File: src/rtl/sha256_avl_pkg.sv
// Shared definitions for the SHA-256 accelerator host:
// register map, host FSM states and the STATUS bit layout.
package sha256_avl_pkg;

  localparam logic [4:0] MSG_BASE    = 5'd0;
  localparam logic [4:0] CHAIN_ADDR  = 5'd16;
  localparam logic [4:0] H_BASE      = 5'd17;
  localparam logic [4:0] START_ADDR  = 5'd25;
  localparam logic [4:0] STATUS_ADDR = 5'd26;

  localparam int DONE_BIT = 0;

  typedef enum logic [2:0] {
    S_LOAD,
    S_CHAIN,
    S_START,
    S_POLL,
    S_PWAIT,
    S_RDDIG,
    S_RWAIT,
    S_OUT
  } state_e;

endpackage

File: src/rtl/sha256_avl_if.sv
// Word-in / digest-out streams plus the Avalon-MM
// bus toward the accelerator register file.
interface sha256_avl_if;
  import sha256_avl_pkg::*;

  logic         IN_VALID;
  logic         IN_READY;
  logic [31:0]  IN_DATA;
  logic         IN_FIRST;
  logic         DIGEST_VALID;
  logic         DIGEST_READY;
  logic [255:0] DIGEST;
  logic         ERR;
  logic         AVL_READ;
  logic         AVL_WRITE;
  logic [4:0]   AVL_ADDR;
  logic [31:0]  AVL_WRITEDATA;
  logic [31:0]  AVL_READDATA;

  modport master (
    input  IN_VALID, IN_DATA, IN_FIRST,
    input  DIGEST_READY, AVL_READDATA,
    output IN_READY, DIGEST_VALID, DIGEST, ERR,
    output AVL_READ, AVL_WRITE, AVL_ADDR,
    output AVL_WRITEDATA
  );

  modport slave (
    output IN_VALID, IN_DATA, IN_FIRST,
    output DIGEST_READY, AVL_READDATA,
    input  IN_READY, DIGEST_VALID, DIGEST, ERR,
    input  AVL_READ, AVL_WRITE, AVL_ADDR,
    input  AVL_WRITEDATA
  );

endinterface

File: src/rtl/sha256_avl_host.sv
// Host for the SHA-256 accelerator: loads a block,
// starts it, polls DONE and reads back the digest.
module sha256_avl_host
  import sha256_avl_pkg::*;
#(
  parameter int READ_LATENCY = 1,
  parameter int POLL_LIMIT   = 4096
) (
  input logic          CLK,
  input logic          RESET_N,
  sha256_avl_if.master bus
);

  localparam logic [7:0]  RL = 8'(READ_LATENCY);
  localparam logic [16:0] PL = 17'(POLL_LIMIT);

  state_e        state_q, state_d;
  logic [3:0]    idx_q, idx_d;
  logic [2:0]    k_q, k_d;
  logic [7:0]    lat_q, lat_d;
  logic [15:0]   poll_q, poll_d;
  logic [15:0]   poll_inc;
  logic          first_q, first_d;
  logic          err_q, err_d;
  logic          dv_q, dv_d;
  logic          rdy_q, rdy_d;
  logic          rd_q, rd_d;
  logic          wr_q, wr_d;
  logic [4:0]    addr_q, addr_d;
  logic [31:0]   wdata_q, wdata_d;
  logic [255:0]  dig_q, dig_d;
  logic          hs;
  logic [7:0]    sl;

  assign hs       = rdy_q & bus.IN_VALID;
  assign poll_inc = (poll_q == 16'hFFFF) ? poll_q
                                         : poll_q + 16'd1;
  assign sl       = {3'd7 - k_q, 5'd0};

  always_comb begin
    state_d = state_q;
    idx_d   = idx_q;
    k_d     = k_q;
    lat_d   = lat_q;
    poll_d  = poll_q;
    first_d = first_q;
    err_d   = err_q;
    dv_d    = dv_q;
    rd_d    = 1'b0;
    wr_d    = 1'b0;
    addr_d  = addr_q;
    wdata_d = wdata_q;
    dig_d   = dig_q;
    unique case (state_q)
      S_LOAD: begin
        if (hs) begin
          wr_d    = 1'b1;
          addr_d  = MSG_BASE + {1'b0, idx_q};
          wdata_d = bus.IN_DATA;
          idx_d   = idx_q + 4'd1;
          if (idx_q == 4'd0) begin
            first_d = bus.IN_FIRST;
            err_d   = 1'b0;
          end
          if (idx_q == 4'd15) state_d = S_CHAIN;
        end
      end
      S_CHAIN: begin
        wr_d    = 1'b1;
        addr_d  = CHAIN_ADDR;
        wdata_d = {31'b0, ~first_q};
        state_d = S_START;
      end
      S_START: begin
        wr_d    = 1'b1;
        addr_d  = START_ADDR;
        wdata_d = 32'd1;
        poll_d  = '0;
        state_d = S_POLL;
      end
      S_POLL: begin
        rd_d    = 1'b1;
        addr_d  = STATUS_ADDR;
        lat_d   = '0;
        state_d = S_PWAIT;
      end
      S_PWAIT: begin
        if (lat_q != RL) begin
          lat_d = lat_q + 8'd1;
        end else if (bus.AVL_READDATA[DONE_BIT]) begin
          k_d     = '0;
          state_d = S_RDDIG;
        end else begin
          poll_d = poll_inc;
          // a limit of zero means keep polling forever
          if (PL != 17'd0 && {1'b0, poll_inc} >= PL) begin
            err_d   = 1'b1;
            idx_d   = '0;
            state_d = S_LOAD;
          end else begin
            state_d = S_POLL;
          end
        end
      end
      S_RDDIG: begin
        rd_d    = 1'b1;
        addr_d  = H_BASE + {2'b0, k_q};
        lat_d   = '0;
        state_d = S_RWAIT;
      end
      S_RWAIT: begin
        if (lat_q != RL) begin
          lat_d = lat_q + 8'd1;
        end else begin
          dig_d[sl +: 32] = bus.AVL_READDATA;
          if (k_q == 3'd7) begin
            dv_d    = 1'b1;
            state_d = S_OUT;
          end else begin
            k_d     = k_q + 3'd1;
            state_d = S_RDDIG;
          end
        end
      end
      S_OUT: begin
        if (bus.DIGEST_READY) begin
          dv_d    = 1'b0;
          idx_d   = '0;
          state_d = S_LOAD;
        end
      end
      default: state_d = S_LOAD;
    endcase
    rdy_d = (state_d == S_LOAD);
  end

  always_ff @(posedge CLK or negedge RESET_N) begin
    if (!RESET_N) begin
      state_q <= S_LOAD;
      idx_q   <= '0;
      k_q     <= '0;
      lat_q   <= '0;
      poll_q  <= '0;
      first_q <= 1'b0;
      err_q   <= 1'b0;
      dv_q    <= 1'b0;
      rdy_q   <= 1'b0;
      rd_q    <= 1'b0;
      wr_q    <= 1'b0;
      addr_q  <= '0;
      wdata_q <= '0;
      dig_q   <= '0;
    end else begin
      state_q <= state_d;
      idx_q   <= idx_d;
      k_q     <= k_d;
      lat_q   <= lat_d;
      poll_q  <= poll_d;
      first_q <= first_d;
      err_q   <= err_d;
      dv_q    <= dv_d;
      rdy_q   <= rdy_d;
      rd_q    <= rd_d;
      wr_q    <= wr_d;
      addr_q  <= addr_d;
      wdata_q <= wdata_d;
      dig_q   <= dig_d;
    end
  end

  assign bus.IN_READY      = rdy_q;
  assign bus.DIGEST_VALID  = dv_q;
  assign bus.DIGEST        = dig_q;
  assign bus.ERR           = err_q;
  assign bus.AVL_READ      = rd_q;
  assign bus.AVL_WRITE     = wr_q;
  assign bus.AVL_ADDR      = addr_q;
  assign bus.AVL_WRITEDATA = wdata_q;

endmodule
File: src/flat_wrapper.sv
// flat-port wrapper written by rule: the top's interface ports become plain ports
module sha256_avl_host_flat import sha256_avl_pkg::*;
#(
  parameter int READ_LATENCY = 1,
  parameter int POLL_LIMIT   = 4096
)
  (CLK, RESET_N, bus_IN_VALID, bus_IN_DATA, bus_IN_FIRST, bus_DIGEST_READY, bus_AVL_READDATA, bus_IN_READY, bus_DIGEST_VALID, bus_DIGEST, bus_ERR, bus_AVL_READ, bus_AVL_WRITE, bus_AVL_ADDR, bus_AVL_WRITEDATA);
  sha256_avl_if bus_i ();
  input logic CLK;
  input logic RESET_N;
  input wire logic [$bits(bus_i.IN_VALID)-1:0] bus_IN_VALID;
  input wire logic [$bits(bus_i.IN_DATA)-1:0] bus_IN_DATA;
  input wire logic [$bits(bus_i.IN_FIRST)-1:0] bus_IN_FIRST;
  input wire logic [$bits(bus_i.DIGEST_READY)-1:0] bus_DIGEST_READY;
  input wire logic [$bits(bus_i.AVL_READDATA)-1:0] bus_AVL_READDATA;
  output wire logic [$bits(bus_i.IN_READY)-1:0] bus_IN_READY;
  output wire logic [$bits(bus_i.DIGEST_VALID)-1:0] bus_DIGEST_VALID;
  output wire logic [$bits(bus_i.DIGEST)-1:0] bus_DIGEST;
  output wire logic [$bits(bus_i.ERR)-1:0] bus_ERR;
  output wire logic [$bits(bus_i.AVL_READ)-1:0] bus_AVL_READ;
  output wire logic [$bits(bus_i.AVL_WRITE)-1:0] bus_AVL_WRITE;
  output wire logic [$bits(bus_i.AVL_ADDR)-1:0] bus_AVL_ADDR;
  output wire logic [$bits(bus_i.AVL_WRITEDATA)-1:0] bus_AVL_WRITEDATA;
  assign bus_i.IN_VALID = bus_IN_VALID;
  assign bus_i.IN_DATA = bus_IN_DATA;
  assign bus_i.IN_FIRST = bus_IN_FIRST;
  assign bus_i.DIGEST_READY = bus_DIGEST_READY;
  assign bus_i.AVL_READDATA = bus_AVL_READDATA;
  assign bus_IN_READY = bus_i.IN_READY;
  assign bus_DIGEST_VALID = bus_i.DIGEST_VALID;
  assign bus_DIGEST = bus_i.DIGEST;
  assign bus_ERR = bus_i.ERR;
  assign bus_AVL_READ = bus_i.AVL_READ;
  assign bus_AVL_WRITE = bus_i.AVL_WRITE;
  assign bus_AVL_ADDR = bus_i.AVL_ADDR;
  assign bus_AVL_WRITEDATA = bus_i.AVL_WRITEDATA;
  sha256_avl_host #(.READ_LATENCY(READ_LATENCY), .POLL_LIMIT(POLL_LIMIT)) u_core (.CLK(CLK), .RESET_N(RESET_N), .bus(bus_i));
endmodule
File: config.mk
export PLATFORM = sky130hd
export DESIGN_NAME = sha256_avl_host_flat
export DESIGN_NICKNAME = d
export VERILOG_FILES = /design/src/rtl/sha256_avl_pkg.sv /design/src/rtl/sha256_avl_if.sv /design/src/rtl/sha256_avl_host.sv /design/src/flat_wrapper.sv
export SDC_FILE = /design/constraint.sdc
export NUM_CORES = 1
export LEC_CHECK = 0
export CELL_PAD_IN_SITES_DETAIL_PLACEMENT = 1
export CELL_PAD_IN_SITES_GLOBAL_PLACEMENT = 1
export CORE_ASPECT_RATIO = 1.4
export CORE_UTILIZATION = 49
export DETAILED_ROUTE_END_ITERATION = 10
export DONT_BUFFER_PORTS = 1
export GPL_ROUTABILITY_DRIVEN = 1
export PLACE_DENSITY_LB_ADDON = 0.1
export SLEW_MARGIN = 20
export SYNTH_ARGS = -nofsm -noshare
export SYNTH_HDL_FRONTEND = slang
export SYNTH_SLANG_ARGS = --single-unit
File: constraint.sdc
create_clock -name CLK -period 2.99 [get_ports CLK]
set_clock_uncertainty 0.1 [all_clocks]
set_input_delay 0.598 -clock CLK [delete_from_list [all_inputs] [get_ports CLK]]
set_output_delay 0.598 -clock CLK [all_outputs]
set_load 0.03 [all_outputs]
==> impl_metrics.json, run 1 <==
{
  "status": "complete, but fails checks",
  "rsz0062_at_grt": "no",
  "finalCritPeriodShare": 0.906,
  "cts_resized": 0,
  "maxCapViolCount": 0,
  "core_area_um2": 26400,
  "path_max_fanout": 22,
  "grt_usage": 0.255,
  "cp-start-kind": "flop",
  "synth_seq_area_share": 0.630,
  "die_area_um2": 27700,
  "yosys.area.top_type": "dfrtp_1",
  "cts_tree": "built",
  "root_buffer": "clkbuf_16",
  "layout.nets": 1071,
  "overflow": 0,
  "wl_um": 34500,
  "drv_slew": 0,
  "synth_cell_types": 53,
  "async_reset_ff_frac": 1.00,
  "grt_pass1_wl_um": 53300,
  "numCtsBuffers": 34,
  "critical_path_arrival_ns": 2.99,
  "grt_max_degree": 334,
  "dieHeight_um": 196,
  "reg2reg_depth": 8,
  "final_area_um2": 14800,
  "antennaDiodeCount": 0,
  "vias": 8066,
  "routedWlPerCell_um": 25.1,
  "htreeDepth": 2,
  "synthFlopType": "dfrtp_1",
  "yosysTopAreaCellShare": 0.630,
  "ir_drop_uv": 569,
  "crit_type": "reg2reg",
  "cts_buffer_depth": 3,
  "area_growth_pct": 12.1,
  "rows": 70,
  "dr.first_iter.drc_count": 392,
  "ys_top_cells_by_area": "dfrtp_1 (63%), mux2_2 (19%), nand2_1 (2.6%), a22o_1 (2.2%), o21ai_0 (2.2%)",
  "syn_inst": 988,
  "ant_nets": 0,
  "endpoint_kind": "flop",
  "p_leak_nw": 6.89,
  "via_per_inst": 5.86,
  "drc": 0,
  "tightest_slew_ns": 0.825,
  "initial_utilization": 0.502,
  "drt_first_pass_iters": 4,
  "fmax_mhz": 369,
  "netlist_area_um2": 13200,
  "die_x_um": 141,
  "finalSetupViolCount": 0,
  "dpl.hpwl_um": 23500,
  "drive_gt1_frac": 0.303,
  "hold_slack_ns": -0.309,
  "numClockSinks": 333,
  "io_buffer_count": 0,
  "worst_slew_margin_rel": 0.450,
  "ys_seq_elements": 333,
  "antenna_found_initial": 0,
  "clock_latency_ns": 0.51,
  "post_cts_buffers": 0,
  "hold_viol": 333,
  "gp_congestion": 0.849,
  "worstHoldPathType": "in2async",
  "post_dp_cell_area_um2": 13800,
  "min_period_ns": 2.71,
  "grt_pass1_vias": 8635,
  "avgSynthCellArea_um2": 13.4,
  "synth_warnings": 0,
  "violations": "negative hold slack",
  "p_per_area_nw_per_um2": 877,
  "clk_pin_slew_ns": 0.06,
  "synth_edf_count": 0,
  "syn_nets": 1064,
  "tns_ns": 0,
  "crit_required_ns": 3.27,
  "pin_count": 367
}
## layout make-up
type / instances / area [µm²]
clock buffers: 50 / 992
clock inverters: 7 / 70.1
well taps: 360 / 450
multi-input cells: 585 / 4660
flip-flops and latches: 333 / 8330
repair buffers: 25 / 263
inverters: 16 / 60.1
fillers: 2548 / 11500
## through the flow
stage | utilization | worst slack (ns) | cells | total power, mW | hold slack, ns
2_1_floorplan | - | 0.519 | 988 | 8.35 | 0.202
3_3_place_gp | 0.522 | 0.343 | 1319 | 8.93 | 0.210
3_5_place_dp | 0.522 | 0.272 | 1319 | 9.01 | 0.209
4_1_cts | 0.563 | 0.237 | 1376 | 13.1 | -0.332
5_1_grt | 0.563 | 0.130 | 1376 | 13.6 | -0.335
6_report | 0.563 | 0.280 | 1376 | 13.0 | -0.309
## flip-flops by register name, summed over array words and instances (netlist names)
register / count
u_core.bus.IN_READY: 1
u_core.bus.AVL_WRITE: 1
u_core.bus.DIGEST_VALID: 1
u_core.bus.ERR: 1
u_core.first_q: 1
u_core.bus.DIGEST: 256
u_core.lat_q: 8
u_core.poll_q: 16
u_core.bus.AVL_ADDR: 5
u_core.state_q: 3
u_core.bus.AVL_WRITEDATA: 32
u_core.k_q: 3
u_core.idx_q: 4
u_core.bus.AVL_READ: 1
## cells in the final DEF (no fill, tap or decap), drive strengths merged, types with 2 or more instances in the layout
cell type    n
clkbuf      50
mux2i        3
dfrtp      333
o21ai       58
a31oi       11
a41oi        2
nor4         4
nand2b       4
inv         15
o311ai       2
and2         3
nand3b       3
and3         3
a22o        33
nor3b        3
nor2        21
buf         25
or3          3
nor2b        3
nor3         6
mux2       226
o31ai        4
nand3       21
ha           7
and4         4
a21o         4
o211ai       6
nand4       11
o22ai        3
nand2       93
or4          2
a21oi       26
clkinv       6
xor2         3
## cell families (layout without fill, tap and decap cells)
kind of cell / Yosys count / in the layout / share of synthesized area
AOI/OAI and AO/OA: 158 / 158 / 0.0770
xor gates and xnor gates: 4 / 4 / 0.00265
adders and majority gates: 7 / 7 / 0.00662
buffers and inverters: 70 / 98 / 0.0215
DFF: 333 / 333 / 0.630
muxes: 229 / 229 / 0.195
and+or+nand+nor: 187 / 187 / 0.0677
## critical path: stages (launching register included)
cell	delay [ns]
dfrtp_1	0.42
inv_1	0.08
ha_1	0.14
or3b_2	0.51
nor2_2	0.13
nand4_1	0.34
nor2_4	0.26
buf_12	0.22
mux2_2	0.37
## worst paths after layout
check / startpoint / endpoint / slack, ns
max: u_core.lat_q[1]$_DFFE_PN0P_ / u_core.bus.DIGEST[157]$_DFFE_PN0P_ / 0.28
min: RESET_N / u_core.bus.DIGEST[28]$_DFFE_PN0P_ / -0.31
max reg2reg: u_core.lat_q[1]$_DFFE_PN0P_ / u_core.bus.DIGEST[157]$_DFFE_PN0P_ / 0.28
min reg2reg: u_core.poll_q[10]$_DFFE_PN0P_ / u_core.poll_q[10]$_DFFE_PN0P_ / 0.42
max in group asynchronous: RESET_N / u_core.poll_q[15]$_DFFE_PN0P_ / 2.41
min in group CLK: bus_AVL_READDATA[8] / u_core.bus.DIGEST[232]$_DFFE_PN0P_ / 0.11
## synth_stat cells (all sizes together), types with 11 or more instances
| master | count |
|---|---|
| nand3 | 21 |
| mux2 | 226 |
| nand4 | 11 |
| dfrtp | 333 |
| nor2 | 21 |
| buf | 21 |
| inv | 14 |
| nand2 | 93 |
| a31oi | 11 |
| o21ai | 58 |
| a21oi | 26 |
| clkbuf | 33 |
| a22o | 33 |
## power by group
part | leakage (nW) | switching, mW | internal [mW]
clock | 0.520 | 1.69 | 2.38
combinational | 2.16 | 0.929 | 0.833
sequential | 4.21 | 1.95 | 5.22
total | 6.89 | 4.57 | 8.44
## routing by layer
metal	global-route usage	share of wire	vias up	wire, µm
li1	-	-	3541	-
met1	0.288	0.37	4166	12700
met2	0.456	0.53	299	18100
met3	0.0743	0.077	60	2640
met4	0.0874	0.030	0	1020
met5	0	0	-	0
(Power assumes the default switching activity.)
==> run 2, diff against run 1 <==
--- a/config.mk
+++ b/config.mk
@@ -12,6 +12,7 @@
 export DETAILED_ROUTE_END_ITERATION = 10
 export DONT_BUFFER_PORTS = 1
 export GPL_ROUTABILITY_DRIVEN = 1
+export HOLD_SLACK_MARGIN = 0.12
 export PLACE_DENSITY_LB_ADDON = 0.1
 export SLEW_MARGIN = 20
 export SYNTH_ARGS = -nofsm -noshare
==> run 2 against run 1 <==
  * The run still ends with negative hold slack left
  * Sequential power is essentially flat
  * Worst hold slack worse by 0.0011 ns
  * First-iteration DRC count grew 11%
  * Count of clock-buffer cells in the layout unchanged
==> impl_metrics.json, run 2 (synthesized netlist as in run 1, its figures left out) <==
{
  "ir_drop_uv": 570,
  "dp_cells": 1319,
  "maxCapViolCount": 0,
  "endpoint_kind": "flop",
  "core_area_um2": 26400,
  "instances_no_fill": 1443,
  "cts_tree": "built",
  "fmax_mhz": 367,
  "cp_cell_sequence": "inv_1 -> ha_1 -> or3b_2 -> nor2_2 -> nand4_1 -> nor2_4 -> buf_12 -> mux2_2",
  "drc": 0,
  "antennaDiodeCount": 0,
  "tns_ns": 0,
  "setup_ws_ns": 0.263,
  "numCtsBuffers": 34,
  "hold_viol": 333,
  "grt_max_degree": 334,
  "io_buffer_count": 0,
  "ant_nets": 0,
  "worst_slew_margin_rel": 0.506,
  "finalSetupViolCount": 0,
  "preCtsSetupSlack_ns": 0.272,
  "dr.first_iter.drc_count": 436,
  "wl_um": 37400,
  "vias": 8435,
  "max_stage_delay_ns": 0.51,
  "cts_resized": 0,
  "rows": 70,
  "worst_path_max_delay_cell": "or3b_2",
  "drive_gt1_frac": 0.284,
  "status": "complete, but fails checks",
  "multi_input_area_um2": 4660,
  "via_per_inst": 5.85,
  "layout.nets": 1138,
  "drt_first_pass_iters": 4,
  "cp-start-kind": "flop",
  "htreeDepth": 2,
  "p_per_area_nw_per_um2": 851,
  "final_util": 0.588,
  "die_area_um2": 27700,
  "crit_required_ns": 3.27,
  "seqCellArea_um2": 8330,
  "crit_type": "reg2reg",
  "largest_reg_flops": 256,
  "p_leak_nw": 7.17,
  "root_buffer": "clkbuf_16",
  "routedWlPerCell_um": 25.9,
  "drv_slew": 0,
  "min_period_ns": 2.73,
  "dieHeight_um": 196,
  "finalCritPeriodShare": 0.912,
  "hold_slack_ns": -0.310,
  "grt_pass1_vias": 9106,
  "antenna_found_initial": 1,
  "dpl.hpwl_um": 23500,
  "rsz0062_at_grt": "no",
  "mostFrequentLayoutCells": "dfrtp_1 (333), mux2_2 (219), nand2_1 (92), dlygate4sd3_1 (67), o21ai_0 (57)",
  "clock_latency_ns": 0.51,
  "final_common_cell": "dfrtp_1",
  "initial_utilization": 0.502,
  "reg2reg_depth": 8,
  "regToRegStartpoint": "u_core.lat_q[1]$_DFFE_PN0P_",
  "clk_pin_slew_ns": 0.06,
  "tightest_slew_ns": 0.742,
  "grt_pass1_wl_um": 56700,
  "r2r_slack_ns": 0.26,
  "total_power_mw": 13.2,
  "path_max_fanout": 22,
  "overflow": 0,
  "grt_usage": 0.273,
  "area_growth_pct": 17.2,
  "violations": "negative hold slack",
  "fillCellCount": 2514,
  "numClockSinks": 333,
  "die_x_um": 141,
  "reg2reg_to": "u_core.bus.DIGEST[157]$_DFFE_PN0P_",
  "critical_path_arrival_ns": 3.01,
  "cts_buffer_depth": 3,
  "worstHoldPathType": "in2async",
  "pin_count": 367,
  "gp_congestion": 0.849
}
-- run 2: cell count changes in the layout (fill, tap and decap cells not counted), sizes merged --
cell         previous run  this run
dlygate4sd3             0        67
-- run 2: power by group --
part | switching [mW] | total [mW] | internal [mW]
Combinational | 1.00 | 1.90 | 0.894
Clock | 1.72 | 4.10 | 2.39
Sequential | 1.97 | 7.19 | 5.22
-- run 2: worst max-delay path by stage --
| stage | startpoint | slack [ns] | endpoint |
|---|---|---|---|
| after floorplan | u_core.lat_q[1]$_DFFE_PN0P_ | 0.52 | u_core.bus.DIGEST[194]$_DFFE_PN0P_ |
| after global placement | u_core.lat_q[1]$_DFFE_PN0P_ | 0.34 | u_core.bus.DIGEST[73]$_DFFE_PN0P_ |
| after detailed placement | u_core.lat_q[1]$_DFFE_PN0P_ | 0.27 | u_core.bus.DIGEST[133]$_DFFE_PN0P_ |
| after CTS | u_core.lat_q[1]$_DFFE_PN0P_ | 0.24 | u_core.bus.DIGEST[157]$_DFFE_PN0P_ |
| after global routing | u_core.lat_q[0]$_DFFE_PN0P_ | 0.13 | u_core.bus.DIGEST[157]$_DFFE_PN0P_ |
| final | u_core.lat_q[1]$_DFFE_PN0P_ | 0.26 | u_core.bus.DIGEST[157]$_DFFE_PN0P_ |
-- run 2: final cells by class --
type,count,area share
flip-flops and latches,333,0.538
multi-input cells,585,0.301
clock buffers,50,0.0640
repair buffers,92,0.0602
well taps,360,0.0291
clock inverters,7,0.00452
inverters,16,0.00387
-- run 2: what timing repair did --
item,4_1_cts,5_1_grt
setup buffers,0,0
hold endpoints to repair,493,339
hold buffers,62,5
-- run 2: metrics by stage --
stage / hold slack (ns) / area (µm²)
after floorplan: 0.202 / 13200
after global placement: 0.210 / 13800
after detailed placement: 0.209 / 13800
after CTS: -0.332 / 15400
after global routing: -0.335 / 15500
final: -0.310 / 15500
-- run 2: worst max-delay path: cells and delay by family, from the launching register on --
family	cells	cell delay [ns]
AND/OR/NAND/NOR	4	1.25
flip-flops	1	0.43
multiplexers	1	0.38
buffers and inverters	2	0.31
adder cells (fa/ha/maj)	1	0.14
-- run 2: routing by layer --
layer,vias to the layer above,part of all wire,GRT usage,routed length [µm]
li1,3674,-,-,-
met5,-,0,0,0
met4,0,0.031,0.0962,1170
met2,324,0.52,0.485,19500
met1,4364,0.37,0.310,13800
met3,73,0.080,0.0814,2990
